--- src/rtl/sha3_pkg.sv ---
// Shared constants and FSM encoding for the SHA-3 front-end (padding) stage.
package sha3_pkg;
    localparam int STATE_SIZE = 1600;
    localparam int Z_WIDTH    = 64;

    localparam logic [7:0] PAD_FIRST = 8'h06;
    localparam logic [7:0] PAD_LAST  = 8'h80;

    typedef enum logic [1:0] {COLLECT, SEND, SEND_PAD_ONLY} pad_state_t;
endpackage

--- src/rtl/sha3_pad_mask.sv ---
// Combinational pad10*1 helper: byte-keep mask for the final word and the
// block-wide XOR pattern that places the domain suffix and the closing 0x80.
module sha3_pad_mask
    import sha3_pkg::*;
#(
    parameter int R_BLOCK_SIZE = 1152,
    parameter int W_WIDTH      = 64,
    parameter int CW           = 5
) (
    input  logic [CW-1:0]           wcnt,
    input  logic [3:0]              nbytes,
    output logic [W_WIDTH-1:0]      keep,
    output logic [R_BLOCK_SIZE-1:0] pad,
    output logic                    full
);
    localparam int WB = W_WIDTH / 8;
    localparam int NB = R_BLOCK_SIZE / 8;

    // Byte 0 sits on the MSB side, so ascending packed ranges map directly.
    logic [0:WB-1][7:0] keep_b;
    logic [0:NB-1][7:0] pad_b;
    int                 p;

    always_comb begin
        keep_b = '0;
        pad_b  = '0;
        p      = int'(wcnt) * WB + int'(nbytes);
        full   = (p == NB);
        for (int j = 0; j < WB; j++)
            if (j < int'(nbytes)) keep_b[j] = 8'hFF;
        if (p < NB) begin
            for (int k = 0; k < NB; k++)
                if (k == p) pad_b[k] = PAD_FIRST;
            pad_b[NB-1] = pad_b[NB-1] | PAD_LAST;
        end
    end

    assign keep = keep_b;
    assign pad  = pad_b;
endmodule

--- src/rtl/sha3_padding_unit.sv ---
// Assembles 64-bit message words into rate blocks, applies SHA-3 padding to the
// final block and hands each block to the permutation with a one-cycle strobe.
module sha3_padding_unit
    import sha3_pkg::*;
#(
    parameter int R_BLOCK_SIZE = 1152,
    parameter int W_WIDTH      = 64
) (
    input  logic                    CLK,
    input  logic                    A_RST,
    input  logic                    CE,
    input  logic [W_WIDTH-1:0]      DATA_IN,
    input  logic                    DATA_VALID,
    input  logic                    DATA_LAST,
    input  logic [3:0]              DATA_BYTES,
    output logic                    DATA_READY,
    input  logic                    PERM_READY,
    output logic [R_BLOCK_SIZE-1:0] BLOCK_OUT,
    output logic                    VALID_MESSAGE,
    output logic                    LAST_MESSAGE
);
    localparam int NW = R_BLOCK_SIZE / W_WIDTH;
    localparam int CW = $clog2(NW);
    localparam logic [CW-1:0] WLAST = CW'(NW - 1);
    localparam logic [3:0]    MAX_B = 4'(W_WIDTH / 8);
    localparam logic [R_BLOCK_SIZE-1:0] PAD_ONLY =
        {PAD_FIRST, {(R_BLOCK_SIZE-16){1'b0}}, PAD_LAST};

    pad_state_t                 state;
    logic [CW-1:0]              wcnt;
    logic [0:NW-1][W_WIDTH-1:0] blk, blk_wr;
    logic                       last_flag, pad_pending;
    logic [W_WIDTH-1:0]         keep, word;
    logic [R_BLOCK_SIZE-1:0]    pad;
    logic                       full, accept, fire;

    sha3_pad_mask #(.R_BLOCK_SIZE(R_BLOCK_SIZE), .W_WIDTH(W_WIDTH), .CW(CW)) u_mask (
        .wcnt   (wcnt),
        .nbytes (DATA_BYTES),
        .keep   (keep),
        .pad    (pad),
        .full   (full)
    );

    assign DATA_READY    = CE && !A_RST && (state == COLLECT);
    assign accept        = DATA_VALID && DATA_READY;
    assign fire          = CE && PERM_READY && (state != COLLECT);
    assign VALID_MESSAGE = fire;
    assign LAST_MESSAGE  = fire && ((state == SEND_PAD_ONLY) || last_flag);
    assign BLOCK_OUT     = blk;

    always_comb begin
        word         = DATA_LAST ? (DATA_IN & keep) : DATA_IN;
        blk_wr       = blk;
        blk_wr[wcnt] = word;
    end

    always_ff @(posedge CLK or posedge A_RST) begin
        if (A_RST) begin
            state       <= COLLECT;
            wcnt        <= '0;
            blk         <= '0;
            last_flag   <= 1'b0;
            pad_pending <= 1'b0;
        end else if (CE) begin
            case (state)
                COLLECT: if (accept) begin
                    if (DATA_LAST) begin
                        // An exactly-full final block leaves padding for a block of its own.
                        blk         <= blk_wr ^ pad;
                        wcnt        <= '0;
                        state       <= SEND;
                        last_flag   <= !full;
                        pad_pending <= full;
                    end else begin
                        blk <= blk_wr;
                        if (wcnt == WLAST) begin
                            wcnt      <= '0;
                            state     <= SEND;
                            last_flag <= 1'b0;
                        end else begin
                            wcnt <= wcnt + 1'b1;
                        end
                    end
                end
                SEND: if (PERM_READY) begin
                    if (pad_pending) begin
                        state       <= SEND_PAD_ONLY;
                        blk         <= PAD_ONLY;
                        pad_pending <= 1'b0;
                    end else begin
                        state <= COLLECT;
                        blk   <= '0;
                    end
                end
                SEND_PAD_ONLY: if (PERM_READY) begin
                    state <= COLLECT;
                    blk   <= '0;
                end
                default: state <= COLLECT;
            endcase
        end
    end

    always_ff @(posedge CLK) begin
        if (!A_RST && accept && DATA_LAST)
            assert (DATA_BYTES <= MAX_B)
            else $error("DATA_BYTES %0d exceeds word size", DATA_BYTES);
    end
endmodule

--- config.mk ---
export PLATFORM = sky130hd
export DESIGN_NAME = sha3_padding_unit
export DESIGN_NICKNAME = d
export VERILOG_FILES = /design/src/rtl/sha3_pkg.sv /design/src/rtl/sha3_pad_mask.sv /design/src/rtl/sha3_padding_unit.sv
export SDC_FILE = /design/constraint.sdc
export NUM_CORES = 2
export LEC_CHECK = 0
export ABC_AREA = 1
export BUFFER_PORTS_ARGS = -buffer_cell sky130_fd_sc_hd__buf_4
export CORE_AREA = 10 10 469 471
export CTS_CLUSTER_SIZE = 16
export DETAILED_ROUTE_END_ITERATION = 16
export DIE_AREA = 0 0 479 481
export SYNTH_ARGS = -nofsm -noshare
export SYNTH_HDL_FRONTEND = slang
export SYNTH_SLANG_ARGS = --single-unit
--- constraint.sdc ---
create_clock -name CLK -period 49.8 [get_ports CLK]
set_input_delay 2.49 -clock CLK [delete_from_list [all_inputs] [get_ports CLK]]
set_output_delay 2.49 -clock CLK [all_outputs]
set_load 0.01 [all_outputs]
==> summary.txt <==
Status
  • Status: finished clean

Timing
  • Setup violations, final: 0
  • Slew headroom: roughly 15%
  • TNS Setup: 0 ns
  • Final period utilization: 14.5%
  • Unrepaired setup endpoints after global routing: no
  • Slew @ Worst Pin: 1.27 ns
  • Pins Over Slew Limit: 0
  • Final worst slack: around 43 ns
  • Crit path time final: ~7.2 ns
  • Endpoints failing hold: 0
  • Achievable Freq: roughly 140 MHz
  • Clock Skew: between 0.07 and 0.08 ns

Clock network
  • CTS max path bufs: 3
  • Post-cts sizing count: 0
  • Root Buffer: clkbuf_16
  • CTS tree: built
  • H-tree depth: 4
  • Worst-Skew Late Latency: 0.81 ns
  • Clock sinks: 1161
  • Post-CTS Repair Setup Buffers: 0
  • TritonCTS Buffers: roughly 140
  • Clock transition at path regs: 0.06 ns
  • CTS Hold Bufs: 0

Setup path
  • R2r setup slk: roughly 44 ns
  • Critical path cell sequence: buf_4, inv_8, nand4_4, a21boi_2, nand4_1, buf_4, buf_4, inv_2, nand2_8, buf_4, buf_4, o21ai_0, a21oi_1
  • FF-to-FF Start: state[0]$_DFFE_PP0P_
  • Slowest CP cell: buf_4
  • Reg2reg end: BLOCK_OUT[716]$_DFFE_PP0P_
  • Crit path DAT: between 7 and 8 ns
  • Kind of critical path: input port to register
  • CP Max Fanout: between 100 and 150
  • CP endpoint kind: register
  • Worst path max stage delay: about 0.93 ns
  • Critical Path Start Type: input port
  • Worst Reg-to-Reg Cells: 13
  • Critical Path RT: around 51 ns
  • Critical path's most frequent cell: buf_4

Power and ir drop
  • Power share of the sequential group: between 30% and 40%
  • Psw: approximately 1.7 mW
  • P per Cell Area: between 60 and 70 mW/mm²
  • Internal power: ~2.5 mW
  • P_leak: roughly 35 nW
  • Peak supply drop: ~0.035 mV
  • Sw Ratio: about 41%
  • Combinational share of power: between 30% and 40%
  • Power share of the clock group: between 20% and 30%

Yosys
  • Post-synth top cells: nor2_1, nand2_1, dfrtp_1
  • Total number of yosys warnings: 0
  • Cell Area, Synth: 0.0534 mm²
  • Fraction of registers with async set/reset: 100%
  • Synth Area in Compound Gates: ~15%
  • Count leader, synth: nor2_1
  • Yosys cell types: 36
  • Largest family of logic cells by synthesized area: simple AND/OR/NAND/NOR gates
  • Top cell type's share of synthesized area: between 50% and 60%
  • Synth area leaders: dfrtp_1, nor2_1, o21ai_0, nand2_1, nand3_1
  • Sequential share of the synthesized area: 54.4%
  • Synthesized instance count: a little under 7k
  • Mux cell area share after synthesis: less than 1%
  • Top cell type by total area after synthesis: dfrtp_1
  • Synthesized flop and latch total: ~1.2k
  • Post-Synth Adder-Cell Area: less than 1%
  • XOR/XNOR share of the synthesized area: 0.0328%
  • Post-synth EDFFs: 0
  • Avg Cell Area, Syn: 7.93 µm²
  • Synth Area in Simple Gates: 24.7%
  • Most used DFF post-synth: dfrtp_1
  • Syn Nets: approximately 6.8k

Global route
  • Global-route wire length before repair: between 300000 and 400000 µm
  • Largest net degree at the start of global routing: approximately 220
  • Global route overflow: 0
  • Vias in the first global route: 50.7k
  • GRT Overall Usage: 23.5%
  • Initial antenna violation count: 29

Layout
  • Share of layout cells above drive strength 1: a little over a fifth
  • FILL cells: 21.9k
  • Final nets: ~8k
  • Final core utilization: between 30% and 40%
  • Area growth from synthesis to layout: 30.7%

Floorplan
  • Rows: 169
  • Core ar.: ~0.21 mm²
  • IO Pins: around 1.2k
  • Die boundary width: roughly 480 µm
  • Die Y: around 480 µm
  • DIE AREA: between 0.2 and 0.25 mm²
  • Initial core utilization: ~25%

Place
  • Port bufs: roughly 1.2k
  • Setup WS pre-CTS: ~42 ns
  • DPL Wire Length: 203000 µm
  • Gpl congestion: between 0.9 and 1

Hold path
  • Hold_sp: pad_pending$_DFFE_PP0P_
  • Hold worst-path end: pad_pending$_DFFE_PP0P_
  • Min-Delay Path Depth: 2
  • Class of the worst hold path: register to register

Drt
  • DRC viols: 0
  • Detailed Route Iter0 Violations: roughly 6.4k
  • First-pass DRT Iterations: 6
  • WL final: 287000 µm
  • Wire per inst: around 27 µm
  • Via-to-Cell Ratio: roughly 5
  • Total vias in the final route: ~54k
  • Post-route ant nets: 0

Run
  • Max-cap violations: 0
-- worst max path at each step --
stage,slack (ns),startpoint,depth (start not counted),to
after global routing,42.10,A_RST,13,BLOCK_OUT[590]$_DFFE_PP0P_
final,42.60,A_RST,13,BLOCK_OUT[716]$_DFFE_PP0P_
after detailed placement,41.95,A_RST,13,BLOCK_OUT[724]$_DFFE_PP0P_
after global placement,42.10,A_RST,13,BLOCK_OUT[540]$_DFFE_PP0P_
after floorplan,14.54,A_RST,1,BLOCK_OUT[0]$_DFFE_PP0P_
after CTS,42.82,A_RST,13,BLOCK_OUT[716]$_DFFE_PP0P_
-- state kept, by name, indices dropped and copies added (netlist names) --
name         cells
state            2
BLOCK_OUT     1152
wcnt             5
last_flag        1
pad_pending      1
-- power groups by stage --
stage | combinational (mW) | clock (mW) | sequential [mW]
after global routing | 1.81 | 1.08 | 1.51
after global placement | 1.65 | 0 | 1.48
after detailed placement | 1.67 | 0 | 1.49
final | 1.67 | 1.04 | 1.48
after CTS | 1.68 | 1.05 | 1.48
after floorplan | 0.666 | 0 | 1.56
-- layout make-up --
type | instances | area (µm²) | share of cell area, %
well taps | 2821 | 3530 | 5.06
multi-input cells | 4822 | 21400 | 30.7
diodes | 19 | 47.5 | 0.0682
flip-flops and latches | 1161 | 29100 | 41.7
clock buffers | 204 | 4040 | 5.79
clock inverters | 43 | 597 | 0.856
inverters | 231 | 875 | 1.25
repair buffers | 1343 | 10200 | 14.6
-- metrics by stage --
step	power, mW	instance area, µm²	cells	hold WS, ns
after floorplan	2.23	53400	6731	0.452
after global placement	3.12	65100	10378	0.465
after detailed placement	3.16	65100	10378	0.482
after CTS	4.20	69700	10625	0.496
after global routing	4.41	69700	10631	0.531
final	4.19	69700	10644	0.491
-- worst max-delay path: cells and delay by family --
family	cells	cell delay [ns]
AOI/OAI and AO/OA	3	0.55
buffers and inverters	7	3.54
and+or+nand+nor	3	0.86
-- cells in the final DEF, fill, tap and decap left out, types with 34 or more instances in the layout --
master     netlist  layout
dfrtp_1       1161    1161
a21oi_1        242     242
nand3_1        318     318
nand3b_1        67      67
buf_4            4    1337
o21ai_0       1065    1065
nand2_1       1219    1217
a21boi_0        45      45
o21ai_1        173     173
clkbuf_16        0     138
or2_2           42      42
nor2_1        1558    1535
clkbuf_8         0      34
inv_1          218     211
-- layer usage --
metal  up-vias  wire length, µm  global-route usage, %
li1      23699                -                      -
met1     26309           105000                   27.0
met4        14            19600                   14.2
met5         -              103                      0
met3       703            29600                   7.74
met2      3014           133000                   38.1
-- kinds of logic after synthesis --
logic type | Yosys count
AND/OR/NAND/NOR | 3252
AO/OA/AOI/OAI | 1556
flip-flops | 1161
buffers and inverters | 748
adder cells (fa/ha/maj) | 11
XOR/XNOR | 2
multiplexers | 1
No activity file was read; power rests on OpenSTA's default activity.
